### config.mk
export PLATFORM = sky130hd
export DESIGN_NAME = conv_layer_sched
export DESIGN_NICKNAME = d
export VERILOG_FILES = /design/src/rtl/conv_layer_sched.sv
export SDC_FILE = /design/constraint.sdc
export NUM_CORES = 1
export LEC_CHECK = 0
export BUFFER_PORTS_ARGS = -buffer_cell sky130_fd_sc_hd__buf_2
export CORE_MARGIN = 8
export CORE_UTILIZATION = 30
export DETAILED_ROUTE_END_ITERATION = 12
export PLACE_DENSITY = 0.47
export SETUP_SLACK_MARGIN = 0.3
export SYNTH_ARGS = -nofsm -noshare
export SYNTH_HDL_FRONTEND = slang
export SYNTH_SLANG_ARGS = --single-unit
### constraint.sdc
create_clock -name clk -period 6.27 [get_ports clk]
set_input_delay 0 -clock clk [delete_from_list [all_inputs] [get_ports clk]]
set_output_delay 0 -clock clk [all_outputs]
set_load 0.02 [all_outputs]
### src/rtl/conv_layer_sched.sv
// Layer scheduler: walks a descriptor table, configures and launches the conv
// engine per layer, flips the ping-pong buffer select and watches for engine hangs.
module conv_layer_sched #(
  parameter int MAX_LAYERS = 8,
  parameter int CH_W       = 6,
  parameter int DIM_W      = 8,
  parameter int TO_CYCLES  = 65536
) (
  input  logic                          clk,
  input  logic                          rst,
  input  logic                          cfg_we,
  input  logic [$clog2(MAX_LAYERS)-1:0] cfg_addr,
  input  logic [CH_W-1:0]               cfg_in_ch,
  input  logic [CH_W-1:0]               cfg_out_ch,
  input  logic [DIM_W-1:0]              cfg_dim,
  input  logic                          cfg_relu,
  input  logic [$clog2(MAX_LAYERS):0]   num_layers,
  input  logic                          start,
  input  logic                          eng_done,
  output logic                          eng_start,
  output logic [CH_W-1:0]               eng_in_ch,
  output logic [CH_W-1:0]               eng_out_ch,
  output logic [DIM_W-1:0]              eng_dim,
  output logic                          eng_relu,
  output logic                          buf_sel,
  output logic [$clog2(MAX_LAYERS)-1:0] layer_idx,
  output logic                          busy,
  output logic                          done,
  output logic                          err
);

  localparam int AW     = $clog2(MAX_LAYERS);
  localparam int NW     = AW + 1;
  localparam int WD_W   = $clog2(TO_CYCLES);
  localparam int DESC_W = 2 * CH_W + DIM_W + 1;

  typedef enum logic [2:0] {
    S_IDLE, S_FETCH, S_CONFIG, S_LAUNCH, S_WAIT, S_NEXT, S_FINISH, S_ERROR
  } state_t;

  state_t            state_q;
  logic [NW-1:0]     num_q;
  logic [WD_W-1:0]   wd_q;
  logic [AW-1:0]     layer_idx_q;
  logic              buf_sel_q, eng_start_q, busy_q, done_q, err_q, eng_relu_q;
  logic [CH_W-1:0]   eng_in_ch_q, eng_out_ch_q;
  logic [DIM_W-1:0]  eng_dim_q;

  // Descriptor storage survives rst so a run can be repeated without reloading.
  logic [DESC_W-1:0] table_q [MAX_LAYERS];
  logic [DESC_W-1:0] desc;
  logic              last_layer;

  always_ff @(posedge clk) begin
    if (cfg_we && state_q == S_IDLE)
      table_q[cfg_addr] <= {cfg_in_ch, cfg_out_ch, cfg_dim, cfg_relu};
  end

  assign desc       = table_q[layer_idx_q];
  assign last_layer = ({1'b0, layer_idx_q} == num_q - NW'(1));

  always_ff @(posedge clk or posedge rst) begin
    if (rst) begin
      state_q      <= S_IDLE;
      num_q        <= '0;
      wd_q         <= '0;
      layer_idx_q  <= '0;
      buf_sel_q    <= 1'b0;
      eng_start_q  <= 1'b0;
      busy_q       <= 1'b0;
      done_q       <= 1'b0;
      err_q        <= 1'b0;
      eng_in_ch_q  <= '0;
      eng_out_ch_q <= '0;
      eng_dim_q    <= '0;
      eng_relu_q   <= 1'b0;
    end else begin
      eng_start_q <= 1'b0;
      done_q      <= 1'b0;
      case (state_q)
        S_IDLE: begin
          if (start) begin
            num_q       <= num_layers;
            err_q       <= 1'b0;
            layer_idx_q <= '0;
            buf_sel_q   <= 1'b0;
            busy_q      <= 1'b1;
            if (num_layers == '0)                    state_q <= S_FINISH;
            else if (num_layers > NW'(MAX_LAYERS))   state_q <= S_ERROR;
            else                                     state_q <= S_FETCH;
          end
        end
        S_FETCH: begin
          eng_in_ch_q  <= desc[DESC_W-1 -: CH_W];
          eng_out_ch_q <= desc[DIM_W+CH_W : DIM_W+1];
          eng_dim_q    <= desc[DIM_W:1];
          eng_relu_q   <= desc[0];
          state_q      <= S_CONFIG;
        end
        S_CONFIG: state_q <= S_LAUNCH;
        S_LAUNCH: begin
          eng_start_q <= 1'b1;
          wd_q        <= '0;
          state_q     <= S_WAIT;
        end
        // Completion takes priority over a watchdog expiring in the same cycle.
        S_WAIT: begin
          if (eng_done)                             state_q <= S_NEXT;
          else if (wd_q == WD_W'(TO_CYCLES - 1))    state_q <= S_ERROR;
          else                                      wd_q    <= wd_q + WD_W'(1);
        end
        S_NEXT: begin
          buf_sel_q <= ~buf_sel_q;
          if (last_layer) begin
            state_q <= S_FINISH;
          end else begin
            layer_idx_q <= layer_idx_q + AW'(1);
            state_q     <= S_FETCH;
          end
        end
        S_FINISH: begin
          done_q  <= 1'b1;
          busy_q  <= 1'b0;
          state_q <= S_IDLE;
        end
        S_ERROR: begin
          err_q   <= 1'b1;
          busy_q  <= 1'b0;
          state_q <= S_IDLE;
        end
        default: state_q <= S_IDLE;
      endcase
    end
  end

  assign eng_start  = eng_start_q;
  assign eng_in_ch  = eng_in_ch_q;
  assign eng_out_ch = eng_out_ch_q;
  assign eng_dim    = eng_dim_q;
  assign eng_relu   = eng_relu_q;
  assign buf_sel    = buf_sel_q;
  assign layer_idx  = layer_idx_q;
  assign busy       = busy_q;
  assign done       = done_q;
  assign err        = err_q;

endmodule

==> results of run 1 <==
-- worst min-delay path, delay by kind of cell --
kind	cells	cell delay, ps
buffers and inverters	1	120
AND/OR/NAND/NOR	2	430
-- per-layer routing --
layer | track usage, % | vias to the layer above | routed length [um]
li1 | - | 2215 | -
met3 | 2.14 | 28 | 834
met5 | 0 | - | 0
met4 | 2.58 | 0 | 356
met1 | 14.3 | 2463 | 8590
met2 | 18.7 | 88 | 9440
-- power by group through the flow --
| stage | registers, W | clock network (W) | logic, W |
|---|---|---|---|
| detailed placement | 0.00185 | 0 | 0.00107 |
| global placement | 0.00184 | 0 | 0.00107 |
| finish | 0.00182 | 0.00147 | 0.00106 |
| global route | 0.00184 | 0.00157 | 0.00118 |
| CTS | 0.00182 | 0.00152 | 0.00109 |
| floorplan | 0.00192 | 0 | 0.000685 |
-- synth_stat cells, types with 4 or more instances --
cell        n  area share (%)
edfxtp_1  168              57
dfrtp_1    52              15
mux4_2     42              11
nor2_1     34             1.4
a21oi_1    30             1.7
mux2i_1    30             3.4
nand2_1    23            0.98
clkbuf_1   15            0.64
inv_1       8            0.34
buf_2       7            0.40
a211oi_1    6            0.51
nand3_1     6            0.34
nand4_1     6            0.42
nor3_1      6            0.34
o21ai_0     6            0.34
mux2_2      5            0.64
nand2b_1    5            0.35
and4_1      4            0.40
nand3b_1    4            0.34
-- worst paths after layout --
kind / start / end / slack (ps) / depth (start not counted)
max: state_q[1] / table_q[1][12] / 3550 / 4
min: cfg_we / table_q[0][19] / 220 / 3
max reg2reg: state_q[1] / table_q[1][12] / 3550 / 4
min reg2reg: buf_sel / buf_sel / 470 / 1
max in group asynchronous: rst / layer_idx[0] / 5450 / 4
min in group asynchronous: rst / wd_q[8] / 230 / 4
-- kinds of logic after synthesis --
group | count (synthesis) | share of synthesized area [%]
multiplexers | 77 | 14.7
adder cells (fa/ha/maj) | 3 | 0.425
flip-flops | 220 | 71.8
AO/OA/AOI/OAI | 62 | 4.43
XOR/XNOR | 2 | 0.354
AND/OR/NAND/NOR | 107 | 6.53
buffers and inverters | 35 | 1.69
-- through the flow --
step           worst slack (ps)  area (um^2)  instances
2_1_floorplan              3320         8830        506
3_3_place_gp               3630         9640        944
3_5_place_dp               3570         9640        944
4_1_cts                    3470        10800       1018
5_1_grt                    3350        10800       1019
6_report                   3550        10800       1019
-- layout make-up --
cell class,instances,area (um^2)
clock inverter,12,184
timing repair buffer,105,713
multi-input combinational,251,2370
fill,2778,18500
antenna,1,2.50
sequential,220,6350
clock buffer,31,657
inverter,9,33.8
tap,390,488
-- flip-flops by register name (all words and copies together) (netlist names) --
register and count:
buf_sel 1, busy 1, done 1, eng_dim 8
eng_in_ch 6, eng_out_ch 6, eng_relu 1, eng_start 1
err 1, layer_idx 3, num_q 4, state_q 3
table_q 168, wd_q 16
-- timing repair --
action                                 4_1_cts  5_1_grt
endpoints found under the hold margin      249        0
resized for setup                            0        0
hold buffers                                31        0
==> flow_metrics.py, run 1 <==
metrics = {
    "power_and_ir_drop": {
        "leakagePower_nw": 3.71,
        "p_seq_share_pct": 41.8,
        "peakVddDrop_uv": 230,
        "pwr-share-clk_pct": 33.9,
        "powerDensity_mw_per_mm2": 403,
        "switchingPower_w": 0.00128,
        "p_int_w": 0.00307,
        "combPwrFrac_pct": 24.3,
        "p_sw_share_pct": 29.4,
        "power_w": 0.00435,
    },
    "placed_design": {
        "io_buffers": 61,
        "dpl.hpwl_um": 11700,
        "place_congestion": 0.739,
    },
    "routing": {
        "drtIter0Drc": 287,
        "antenna_left": 0,
        "viasPerCell": 4.70,
        "drt-wirelength-per-cell_um": 18.9,
        "route.detailed.drc": 0,
        "vias": 4794,
        "wl_um": 19200,
        "firstDrtPassIters": 4,
    },
    "clocking": {
        "root_buffer": "clkbuf_16",
        "cts_tree": "built",
        "numCtsBuffers": 24,
        "clk_latency_ps": 540,
        "postCtsSetupBuffers": 0,
        "htree_levels": 1,
        "clockBufferDepth": 3,
        "clk_pin_slew_ps": 60,
        "cts.sinks": 220,
    },
    "critical_path": {
        "arrival_ps": 2880,
        "cp.buffers_inverters": 1,
        "worst_setup_path_start_kind": "flop",
        "criticalPathCategory": "flop to flop",
        "slowest_stage": "dlygate4sd3_1",
        "cp.required_ps": 6430,
        "path_max_fanout": 14,
        "end_kind": "flop",
        "cpLargestDelayFamily": "simple AND/OR/NAND/NOR gates",
        "crit_chain": "nor3_1, nand3_1, nor3_2, dlygate4sd3_1",
        "critPathMaxStageDelay_ps": 910,
    },
    "synthesis": {
        "synthArstFlopShare_pct": 23.6,
        "synth_area_per_cell_um2": 17.5,
        "synthFlopType": "edfxtp_1",
        "synth-seq-cells": 220,
        "synth_cells": 506,
        "netlist_area_mm2": 0.00883,
        "synth.distinct_cells": 53,
        "ys_seq_area_share_pct": 71.8,
        "yosysWarnings": 0,
        "synth_edf_count": 168,
        "synth_nets": 542,
    },
    "outcome": {
        "status": "complete, no violations",
    },
    "global_route": {
        "grt_pass1_vias": 5163,
        "grt_pass1_wl_um": 30600,
        "grtUsageTotal_pct": 11.0,
        "overflow": 0,
        "grt_start_max_net_pins": 53,
        "antenna_found_initial": 1,
    },
    "floorplanning": {
        "die-area_mm2": 0.0352,
        "start_util_pct": 30.1,
        "die-height_um": 188,
        "die_x_um": 188,
        "ios": 62,
        "core_area_mm2": 0.0293,
        "num_rows": 63,
    },
    "cells_and_area": {
        "syn_to_final_growth_pct": 22.2,
        "drive_above_1_share_pct": 28.3,
        "fin_util_pct": 36.8,
        "nets": 647,
        "mostFrequentLayoutCells": "edfxtp_1 (168), buf_2 (61), dfrtp_1 (50), mux4_2 (42), dlygate4sd3_1 (31)",
        "final_common_cell": "edfxtp_1",
    },
    "sta": {
        "whs_ps": 220,
        "setup_tns_ps": 0,
        "hold_viol": 0,
        "slew_headroom_pct": 37.2,
        "setup_violations": 0,
        "fmax_ghz": 0.368,
        "worst_slew_pin_slew_ps": 936,
        "drv_slew": 0,
        "post-route-period-util_pct": 43.4,
        "rsz0062_at_grt": "no",
        "fin_crit_ps": 2720,
        "clock_skew_ps": 22.5,
    },
    "run": {
        "max-cap-violations": 0,
    },
    "worst_hold_path": {
        "min_path_type": "primary input to flop",
    },
}
Note: power is estimated with default switching activity, not from simulation.
==> run 2, diff against run 1 <==
--- a/config.mk
+++ b/config.mk
@@ -9,7 +9,7 @@
 export CORE_MARGIN = 8
 export CORE_UTILIZATION = 30
 export DETAILED_ROUTE_END_ITERATION = 12
-export PLACE_DENSITY = 0.47
+export PLACE_DENSITY = 0.49
 export SETUP_SLACK_MARGIN = 0.3
 export SYNTH_ARGS = -nofsm -noshare
 export SYNTH_HDL_FRONTEND = slang
==> constraint.sdc (replaced) <==
create_clock -name clk -period 2.42 [get_ports clk]
set_input_delay 0 -clock clk [delete_from_list [all_inputs] [get_ports clk]]
set_output_delay 0 -clock clk [all_outputs]
set_load 0.02 [all_outputs]
==> run 2 against run 1 <==
  * Worst hold slack worse by 130 ps
  * Non-clock buffer count up 1
  * First-iteration DRC count up 17%
  * Largest cell class unchanged
  * Via count up 0.27%
  * Clock skew down 12 ps
  * Sequential cell count unchanged
  * Design area up 0.73%
  * Largest power group unchanged
==> flow_metrics.py, run 2 (same netlist as run 1, synthesis figures left out) <==
metrics = {
    "sta": {
        "fin_crit_ps": 2000,
        "post-route-period-util_pct": 82.6,
        "rsz0062_at_grt": "no",
        "worst_slew_pin_slew_ps": 625,
        "drv_slew": 0,
        "setup_violations": 0,
        "fmax_ghz": 0.500,
        "hold_viol": 0,
        "slew_headroom_pct": 58.2,
        "clock_skew_ps": 10.4,
        "worst_slack_ps": 420,
        "setup_tns_ps": 0,
    },
    "clocking": {
        "cts_tree": "built",
        "numCtsBuffers": 25,
        "htree_levels": 1,
        "clockBufferDepth": 3,
        "clk_pin_slew_ps": 60,
        "cts.sinks": 220,
        "postCtsSetupBuffers": 0,
        "root_buffer": "clkbuf_16",
        "clk_latency_ps": 520,
    },
    "outcome": {
        "status": "complete, no violations",
    },
    "cells_and_area": {
        "fin_util_pct": 37.1,
        "fin_area_mm2": 0.0109,
        "final_common_cell": "edfxtp_1",
        "syn_to_final_growth_pct": 23.1,
        "top_register": "table_q",
        "drive_above_1_share_pct": 28.7,
        "mostFrequentLayoutCells": "edfxtp_1 (168), buf_2 (61), dfrtp_1 (49), mux4_2 (42)",
        "largest_reg_flops": 168,
        "nets": 649,
        "fillers": 2773,
    },
    "critical_path": {
        "timing.rr.start": "state_q[1]",
        "r2r_slack_ps": 420,
        "criticalPathCategory": "flop to flop",
        "path_max_fanout": 14,
        "arrival_ps": 2410,
        "worstRegToRegCells": 4,
        "worst_setup_path_start_kind": "flop",
        "critPathMaxStageDelay_ps": 620,
        "cp.required_ps": 2830,
        "end_kind": "flop",
        "slowest_stage": "or4b_4",
        "crit-reg2reg-capture": "wd_q[12]",
        "crit_chain": "or4b_4, nor4_4, a31oi_1, a41o_1",
    },
    "global_route": {
        "grt_pass1_vias": 5061,
        "grtUsageTotal_pct": 10.7,
        "antenna_found_initial": 1,
        "overflow": 0,
        "grt_start_max_net_pins": 45,
        "grt_pass1_wl_um": 29800,
    },
    "power_and_ir_drop": {
        "powerDensity_mw_per_mm2": 1020,
        "peakVddDrop_uv": 507,
        "leakagePower_nw": 3.71,
    },
    "routing": {
        "drtIter0Drc": 335,
        "firstDrtPassIters": 5,
        "route.detailed.drc": 0,
        "antenna_left": 0,
        "drt-wirelength-per-cell_um": 18.6,
        "wl_um": 18900,
        "vias": 4807,
        "viasPerCell": 4.71,
    },
    "placed_design": {
        "io_buffers": 61,
        "place_congestion": 0.713,
        "dpl-instance-area_mm2": 0.00980,
        "dp_slack_ps": 417,
        "dpl.hpwl_um": 11700,
    },
    "floorplanning": {
        "die-area_mm2": 0.0352,
        "start_util_pct": 30.1,
        "ios": 62,
        "core_area_mm2": 0.0293,
        "num_rows": 63,
        "die-height_um": 188,
        "die_x_um": 188,
    },
    "run": {
        "max-cap-violations": 0,
    },
    "worst_hold_path": {
        "hold-path-cell-count": 3,
        "min-delay-start": "cfg_addr[2]",
        "holdPathEnd": "table_q[1][18]",
        "min_path_type": "primary input to flop",
    },
}
run 2: worst max path at each step:
stage,slack [ps],startpoint,endpoint
floorplan,20,state_q[2],table_q[7][0]
global placement,430,state_q[2],wd_q[12]
detailed placement,420,state_q[2],wd_q[12]
CTS,400,state_q[2],wd_q[12]
global route,320,state_q[1],wd_q[12]
finish,420,state_q[1],wd_q[12]
run 2: per-stage QoR:
stage,hold WS [ps],std cells,power (W)
detailed placement,126,948,0.00764
CTS,80.2,1020,0.0113
finish,90.9,1021,0.0111
global route,88.3,1021,0.0117
global placement,108,948,0.00761
floorplan,98.9,506,0.00674
run 2: area by class of cell:
class / instances / area [um^2] / area share, %
sequential: 220 / 6350 / 58.4
multi-input combinational: 251 / 2390 / 22.0
timing repair buffer: 106 / 826 / 7.59
clock buffer: 30 / 644 / 5.93
tap: 390 / 488 / 4.49
clock inverter: 14 / 141 / 1.30
inverter: 9 / 33.8 / 0.311
antenna: 1 / 2.50 / 0.0230
run 2: timing repair:
item | 4_1_cts | 5_1_grt
setup endpoints to repair | 0 | 15
hold endpoints to repair | 202 | 0
resized for setup | 0 | 3
hold buffers | 28 | 0
run 2: report_power, final:
part	internal [W]	switching, W
registers	0.00445	0.000281
logic	0.00122	0.00157
clock network	0.00213	0.00148
total	0.00780	0.00333
run 2: worst max-delay path: cells and delay by family, from the launching register on:
family          cells  cell delay (ps)
compound gates      2              350
simple gates        2             1010
flops               1              530
run 2: routing by layer:
| metal | wire [um] | vias up | GRT usage, % |
|---|---|---|---|
| met4 | 355 | 0 | 2.67 |
| li1 | - | 2233 | - |
| met3 | 1020 | 25 | 2.21 |
| met5 | 0 | - | 0 |
| met1 | 8360 | 2457 | 14.3 |
| met2 | 9210 | 92 | 17.7 |
